===== config.mk =====
export PLATFORM = sky130hd
export DESIGN_NAME = tron_control_fsm
export DESIGN_NICKNAME = d
export VERILOG_FILES = /design/src/rtl/tron_control_fsm.sv
export SDC_FILE = /design/constraint.sdc
export NUM_CORES = 1
export LEC_CHECK = 0
export BUFFER_PORTS_ARGS = -buffer_cell sky130_fd_sc_hd__buf_2
export CORE_MARGIN = 5
export CORE_UTILIZATION = 52
export CTS_CLUSTER_DIAMETER = 120
export CTS_CLUSTER_SIZE = 12
export DETAILED_ROUTE_END_ITERATION = 8
export PLACE_DENSITY = 0.79
export REMOVE_ABC_BUFFERS = 1
export SLEW_MARGIN = 20
export SYNTH_ARGS = -nofsm -noshare
export SYNTH_HDL_FRONTEND = slang
export SYNTH_SLANG_ARGS = --single-unit

===== constraint.sdc =====
create_clock -name clk -period 2.5 [get_ports clk]
set_clock_uncertainty 0.1 [all_clocks]
set_input_delay 0.25 -clock clk [delete_from_list [all_inputs] [get_ports clk]]
set_output_delay 0.25 -clock clk [all_outputs]
set_load 0.03 [all_outputs]

===== src/rtl/tron_control_fsm.sv =====
// Multi-cycle control sequencer for the Tron 16-bit datapath.
// FETCH/MEM wait on memReady. A watchdog halts with a sticky busError if memory never answers.
module tron_control_fsm #(
    parameter int TIMEOUT  = 255,
    parameter int TO_WIDTH = 8
) (
    input  logic       clk,
    input  logic       reset,
    input  logic [7:0] instructionOp,
    input  logic       condTrue,
    input  logic       memReady,
    output logic       pcEn,
    output logic [1:0] pcSrc,
    output logic       irWrite,
    output logic       memReq,
    output logic       memWrite,
    output logic       addrSel,
    output logic       regWrite,
    output logic [1:0] wbSel,
    output logic       aluSrcImm,
    output logic       flagsWrite,
    output logic       halted,
    output logic       busError,
    output logic [2:0] state
);
    typedef enum logic [2:0] {
        S_FETCH  = 3'd0,
        S_DECODE = 3'd1,
        S_EXEC   = 3'd2,
        S_MEM    = 3'd3,
        S_WB     = 3'd4,
        S_HALT   = 3'd5
    } state_t;

    localparam logic [7:0] OP_NOP   = 8'h00;
    localparam logic [7:0] OP_LOAD  = 8'h40;
    localparam logic [7:0] OP_STOR  = 8'h44;
    localparam logic [7:0] OP_JAL   = 8'h48;
    localparam logic [7:0] OP_JCOND = 8'h4C;
    localparam logic [7:0] OP_BCOND = 8'hC0;

    localparam logic [TO_WIDTH-1:0] TO_LIMIT = TO_WIDTH'(TIMEOUT);
    localparam logic [TO_WIDTH-1:0] TO_MAX   = {TO_WIDTH{1'b1}};
    localparam logic [TO_WIDTH-1:0] TO_ONE   = {{(TO_WIDTH-1){1'b0}}, 1'b1};

    state_t              r_state, w_state_next;
    logic [TO_WIDTH-1:0] r_wait_cnt, w_wait_next;
    logic                r_bus_error, w_bus_error_next;
    logic                w_is_alu_reg, w_is_imm, w_is_cmp, w_sets_flags, w_timeout;

    always_comb begin
        w_is_alu_reg = 1'b0;
        w_is_imm     = 1'b0;
        case (instructionOp)
            8'h05, 8'h09, 8'h0B, 8'h01, 8'h02, 8'h03, 8'h0D, 8'h84: w_is_alu_reg = 1'b1;
            8'h50, 8'h90, 8'hB0, 8'h10, 8'h20, 8'h30, 8'hD0, 8'hF0,
            8'h80, 8'h81: w_is_imm = 1'b1;
            default: ;
        endcase
    end

    assign w_is_cmp     = (instructionOp == 8'h0B) || (instructionOp == 8'hB0);
    assign w_sets_flags = (instructionOp == 8'h05) || (instructionOp == 8'h50) ||
                          (instructionOp == 8'h09) || (instructionOp == 8'h90) || w_is_cmp;
    // A ready arriving on the limit cycle still completes normally.
    assign w_timeout    = (TIMEOUT != 0) && (r_wait_cnt == TO_LIMIT) && !memReady;

    always_comb begin
        w_state_next     = r_state;
        w_bus_error_next = r_bus_error;
        pcEn       = 1'b0;
        pcSrc      = 2'd0;
        irWrite    = 1'b0;
        memReq     = 1'b0;
        memWrite   = 1'b0;
        addrSel    = 1'b0;
        regWrite   = 1'b0;
        wbSel      = 2'd0;
        aluSrcImm  = 1'b0;
        flagsWrite = 1'b0;
        halted     = 1'b0;
        case (r_state)
            S_FETCH: begin
                memReq = 1'b1;
                if (memReady) begin
                    irWrite      = 1'b1;
                    pcEn         = 1'b1;
                    w_state_next = S_DECODE;
                end else if (w_timeout) begin
                    w_state_next     = S_HALT;
                    w_bus_error_next = 1'b1;
                end
            end
            S_DECODE: begin
                w_state_next = S_FETCH;
                if (w_is_alu_reg || w_is_imm) begin
                    w_state_next = S_EXEC;
                end else if (instructionOp == OP_LOAD || instructionOp == OP_STOR) begin
                    w_state_next = S_MEM;
                end else if (instructionOp == OP_BCOND) begin
                    pcEn  = condTrue;
                    pcSrc = condTrue ? 2'd1 : 2'd0;
                end else if (instructionOp == OP_JCOND) begin
                    pcEn  = condTrue;
                    pcSrc = condTrue ? 2'd2 : 2'd0;
                end else if (instructionOp == OP_JAL) begin
                    // PC already holds the incremented value, so it is the link.
                    regWrite = 1'b1;
                    wbSel    = 2'd2;
                    pcEn     = 1'b1;
                    pcSrc    = 2'd2;
                end else if (instructionOp != OP_NOP) begin
                    w_state_next = S_HALT;
                end
            end
            S_EXEC: begin
                regWrite     = !w_is_cmp;
                aluSrcImm    = w_is_imm;
                flagsWrite   = w_sets_flags;
                w_state_next = S_FETCH;
            end
            S_MEM: begin
                memReq   = 1'b1;
                addrSel  = 1'b1;
                memWrite = (instructionOp == OP_STOR);
                if (memReady) begin
                    w_state_next = (instructionOp == OP_LOAD) ? S_WB : S_FETCH;
                end else if (w_timeout) begin
                    w_state_next     = S_HALT;
                    w_bus_error_next = 1'b1;
                end
            end
            S_WB: begin
                regWrite     = 1'b1;
                wbSel        = 2'd1;
                w_state_next = S_FETCH;
            end
            S_HALT: halted = 1'b1;
            default: w_state_next = S_FETCH;
        endcase
        state    = r_state;
        busError = r_bus_error;
        if (!reset) begin
            pcEn       = 1'b0;
            pcSrc      = 2'd0;
            irWrite    = 1'b0;
            memReq     = 1'b0;
            memWrite   = 1'b0;
            addrSel    = 1'b0;
            regWrite   = 1'b0;
            wbSel      = 2'd0;
            aluSrcImm  = 1'b0;
            flagsWrite = 1'b0;
            halted     = 1'b0;
            busError   = 1'b0;
            state      = 3'd0;
        end
    end

    always_comb begin
        w_wait_next = r_wait_cnt;
        if (w_state_next != r_state) begin
            w_wait_next = '0;
        end else if ((r_state == S_FETCH || r_state == S_MEM) && !memReady &&
                     (r_wait_cnt != TO_MAX)) begin
            w_wait_next = r_wait_cnt + TO_ONE;
        end
    end

    always_ff @(posedge clk or negedge reset) begin
        if (!reset) begin
            r_state     <= S_FETCH;
            r_wait_cnt  <= '0;
            r_bus_error <= 1'b0;
        end else begin
            r_state     <= w_state_next;
            r_wait_cnt  <= w_wait_next;
            r_bus_error <= w_bus_error_next;
        end
    end
endmodule


==> flow_results.xml <==
<?xml version="1.0" encoding="UTF-8"?>
<metrics>
  <group name="detailed_routing">
    <metric name="ant_nets" unit="">0</metric>
    <metric name="avgViaCountPerCell" unit="">5.791</metric>
    <metric name="firstDrtPassIters" unit="">4</metric>
    <metric name="routed_wl" unit="um">2691</metric>
    <metric name="detailroute.via_count" unit="">1164</metric>
    <metric name="routed_wire_length_per_instance" unit="um">13.39</metric>
    <metric name="drt_iter0_drc" unit="">40</metric>
    <metric name="drcViolationCount" unit="">0</metric>
  </group>
  <group name="worst_setup_path">
    <metric name="worst-endpoint-required" unit="ns">2.15</metric>
    <metric name="reg2reg_depth" unit="">7</metric>
    <metric name="regToRegStartpoint" unit="">r_state[0]$_DFF_PN0_</metric>
    <metric name="cp_max_fo" unit="">7</metric>
    <metric name="startpoint_type" unit="">flip-flop</metric>
    <metric name="type_of_destination_of_the_critical_path" unit="">output pin</metric>
    <metric name="critical_path_class" unit="">flip-flop to output pin</metric>
    <metric name="cp-startpoint" unit="">r_state[2]$_DFF_PN0_</metric>
    <metric name="worst-endpoint-arrival" unit="ns">1.94</metric>
  </group>
  <group name="synth">
    <metric name="postSynthCellCount" unit="">142</metric>
    <metric name="synthMuxAreaShare" unit="">0.009153</metric>
    <metric name="synth_sequential_area_ratio" unit="">0.2746</metric>
    <metric name="synth_ff_type" unit="">sky130_fd_sc_hd__dfrtp_1</metric>
    <metric name="synth.avg_cell_area" unit="sq um">7.701</metric>
    <metric name="postSynthRegisterBits" unit="">12</metric>
    <metric name="syn_area" unit="sq mm">0.001094</metric>
    <metric name="yosys.area_share.xor_xnor" unit="">0.06407</metric>
    <metric name="share_of_flip_flops_with_an_asynchronous_set_or_reset" unit="">1.000</metric>
    <metric name="post_synth_and_or_nand_nor_area_fraction" unit="">0.4096</metric>
    <metric name="post_synth_fa_ha_maj_area_fraction" unit="">0.01144</metric>
    <metric name="largest_family_of_logic_cells_by_synthesized_area" unit="">simple AND/OR/NAND/NOR gates</metric>
    <metric name="synth_compound_gate_area_share" unit="">0.1819</metric>
    <metric name="yosys_warnings" unit="">0</metric>
    <metric name="yosysUniqueCellTypes" unit="">47</metric>
    <metric name="synth_edf_count" unit="">0</metric>
  </group>
  <group name="power_and_ir_drop">
    <metric name="p_int" unit="uW">455.1</metric>
    <metric name="clockPowerShare" unit="">0.125</metric>
    <metric name="vdd_ir_drop_max" unit="mV">0.4549</metric>
    <metric name="comb_power_share" unit="">0.573</metric>
    <metric name="p_sw" unit="uW">408.4</metric>
    <metric name="fin_total_pwr" unit="uW">863.4</metric>
    <metric name="p_sw_frac" unit="">0.4730</metric>
    <metric name="total_power_density_per_cell_area" unit="mW/mm^2">655.4</metric>
    <metric name="power.sequential.fraction" unit="">0.302</metric>
    <metric name="power_leakage" unit="nW">0.6169</metric>
  </group>
  <group name="clock_network">
    <metric name="clock_insertion_delay_worst_skew" unit="ns">0.27</metric>
    <metric name="cts_root_buf" unit="">sky130_fd_sc_hd__clkbuf_4</metric>
    <metric name="clkSinkCount" unit="">12</metric>
    <metric name="clk_pin_slew" unit="ns">0.06</metric>
    <metric name="clk_path_buf_depth" unit="">2</metric>
    <metric name="tritoncts" unit="">built</metric>
    <metric name="post_cts_setup_buffers" unit="">0</metric>
    <metric name="cts-buffers-inserted" unit="">3</metric>
    <metric name="h_tree_lvl_count" unit="">1</metric>
  </group>
  <group name="floorplanning">
    <metric name="chipHeight" unit="um">55.86</metric>
    <metric name="die_w" unit="um">55.86</metric>
    <metric name="num_rows" unit="">16</metric>
    <metric name="start_util" unit="">0.5518</metric>
    <metric name="io_pins" unit="">29</metric>
    <metric name="core-area" unit="sq mm">0.001982</metric>
    <metric name="die_area" unit="sq mm">0.003120</metric>
  </group>
  <group name="final_layout">
    <metric name="design.final.nets" unit="">189</metric>
    <metric name="fillCellCount" unit="">169</metric>
    <metric name="drive_gt1_frac" unit="">0.2644</metric>
    <metric name="layout-area-overhead-vs-synth" unit="%">20.48</metric>
    <metric name="layout.core_utilization" unit="">0.6648</metric>
    <metric name="total_inserted_antenna_cells" unit="">0</metric>
  </group>
  <group name="timing">
    <metric name="final.min_clock_period" unit="ns">2.287</metric>
    <metric name="maxSlewHeadroom" unit="">0.7166</metric>
    <metric name="max_slew.worst_pin.slew" unit="ns">0.4218</metric>
    <metric name="setup_viol_count_final" unit="">0</metric>
    <metric name="final_max_slew_viol_count" unit="">0</metric>
    <metric name="fin_crit_sh" unit="">0.9149</metric>
    <metric name="worst_hold_slack" unit="ns">0.3272</metric>
    <metric name="maxClockFrequency" unit="MHz">437.2</metric>
    <metric name="hold_violations" unit="">0</metric>
    <metric name="rsz0062_at_grt" unit="">no</metric>
    <metric name="finalSetupTns" unit="ns">0</metric>
  </group>
  <group name="place">
    <metric name="place_hpwl" unit="um">2139</metric>
    <metric name="port-buffer-count" unit="">28</metric>
    <metric name="globalplace.congestion" unit="">0.9434</metric>
  </group>
  <group name="grt">
    <metric name="antenna_violations_before_repair" unit="">0</metric>
    <metric name="first_global_vias" unit="">1041</metric>
    <metric name="globalRoute.totalOverflow" unit="">0</metric>
    <metric name="grt_pass1_wl" unit="um">4623</metric>
    <metric name="pin_count_of_the_biggest_net_entering_global_routing" unit="">19</metric>
    <metric name="grt_usage" unit="">0.1809</metric>
  </group>
  <group name="worst_hold_path">
    <metric name="timing.hold.worst_path_depth" unit="">4</metric>
    <metric name="hold_path.class" unit="">input port to flip-flop</metric>
    <metric name="worst_hold_startpoint" unit="">memReady</metric>
  </group>
  <group name="run">
    <metric name="drv_cap" unit="">0</metric>
  </group>
  <group name="outcome">
    <metric name="outcome" unit="">finished clean</metric>
  </group>
</metrics>
[per-stage QoR]
step	instance area [sq um]	setup WS (ns)	instances
after floorplan	1066	-0.1250	136
final	1318	0.2127	201
after CTS	1318	0.2425	201
after global placement	1285	0.3363	197
after global routing	1318	0.01325	201
after detailed placement	1285	0.2611	197
[cells in the mapped netlist (all sizes together), types with 5 or more instances]
cell type,instances,area share
xor2,6,0.048
nor3,15,0.069
o21ai,9,0.045
nor4,5,0.042
nor2,14,0.057
nand2,14,0.050
dfrtp,12,0.27
inv,7,0.024
nand4,8,0.046
[critical path, cell delays in order, from the launching register on]
cell and delay (ns):
sky130_fd_sc_hd__dfrtp_1 0.42, sky130_fd_sc_hd__buf_4 0.18, sky130_fd_sc_hd__nor2b_1 0.29, sky130_fd_sc_hd__nand2_1 0.17, sky130_fd_sc_hd__nor3_1 0.28, sky130_fd_sc_hd__a31o_2 0.14
sky130_fd_sc_hd__buf_2 0.19
[layout by cell type, fill, tap and decap left out, types with 4 or more instances in the layout]
| cell | n |
|---|---|
| sky130_fd_sc_hd__nand4_1 | 8 |
| sky130_fd_sc_hd__nor4_1 | 4 |
| sky130_fd_sc_hd__xor2_1 | 6 |
| sky130_fd_sc_hd__nand3_1 | 4 |
| sky130_fd_sc_hd__dfrtp_1 | 12 |
| sky130_fd_sc_hd__buf_4 | 6 |
| sky130_fd_sc_hd__inv_1 | 5 |
| sky130_fd_sc_hd__buf_2 | 28 |
| sky130_fd_sc_hd__nand2b_1 | 4 |
| sky130_fd_sc_hd__nor2b_1 | 4 |
| sky130_fd_sc_hd__and2_1 | 4 |
| sky130_fd_sc_hd__o21ai_0 | 7 |
| sky130_fd_sc_hd__nor2_1 | 12 |
| sky130_fd_sc_hd__nor3_1 | 15 |
| sky130_fd_sc_hd__nand2_1 | 13 |
[cell families (layout without fill, tap and decap cells)]
group | Yosys count | count (layout)
AOI/OAI and AO/OA | 27 | 27
xor gates and xnor gates | 8 | 8
adders and majority gates | 1 | 1
buffers and inverters | 13 | 45
DFF | 12 | 12
muxes | 1 | 1
and+or+nand+nor | 80 | 80
[layer usage]
| metal | vias up | wire length (um) | global-route usage |
|---|---|---|---|
| met4 | 0 | 0 | 0.03729 |
| met3 | 0 | 244 | 0.05800 |
| met1 | 529 | 1226 | 0.2521 |
| met5 | - | 0 | 0 |
| met2 | 52 | 1221 | 0.2736 |
| li1 | 583 | - | - |
[area by class of cell]
cell class | instances | area [sq um] | share of cell area
repair buffers | 35 | 195.2 | 0.1481
clock buffers | 3 | 22.52 | 0.01709
well taps | 27 | 33.78 | 0.02564
multi-input cells | 117 | 739.5 | 0.5613
flip-flops and latches | 12 | 300.3 | 0.2279
inverters | 7 | 26.28 | 0.01994
[power by group through the flow]
stage	clock network, mW	logic [mW]	registers, mW
after detailed placement	0	0.490	0.263
after floorplan	0	0.318	0.274
after CTS	0.113	0.492	0.261
final	0.108	0.495	0.260
after global routing	0.124	0.545	0.267
after global placement	0	0.482	0.262
[flip-flops by register name, summed over array words and instances, names as in the netlist]
signal,flops
r_bus_error,1
r_state,3
r_wait_cnt,8
[worst paths after layout]
| check | slack [ns] | endpoint |
|---|---|---|
| min in group asynchronous | 0.36 | r_wait_cnt[2]$_DFFE_PN0P_ |
| setup / recovery | 0.21 | regWrite |
| setup reg to reg | 0.39 | r_wait_cnt[5]$_DFFE_PN0P_ |
| max in group asynchronous | 1.75 | r_wait_cnt[5]$_DFFE_PN0P_ |
| hold reg to reg | 0.36 | r_bus_error$_DFFE_PN0P_ |
| hold / removal | 0.33 | r_state[1]$_DFF_PN0_ |
[what timing repair did]
action / 4_1_cts / 5_1_grt
gates resized for setup: 0 / 0
hold endpoints to repair: 12 / 0
hold buffers: 1 / 0
Power figures use the tool's default switching activity.
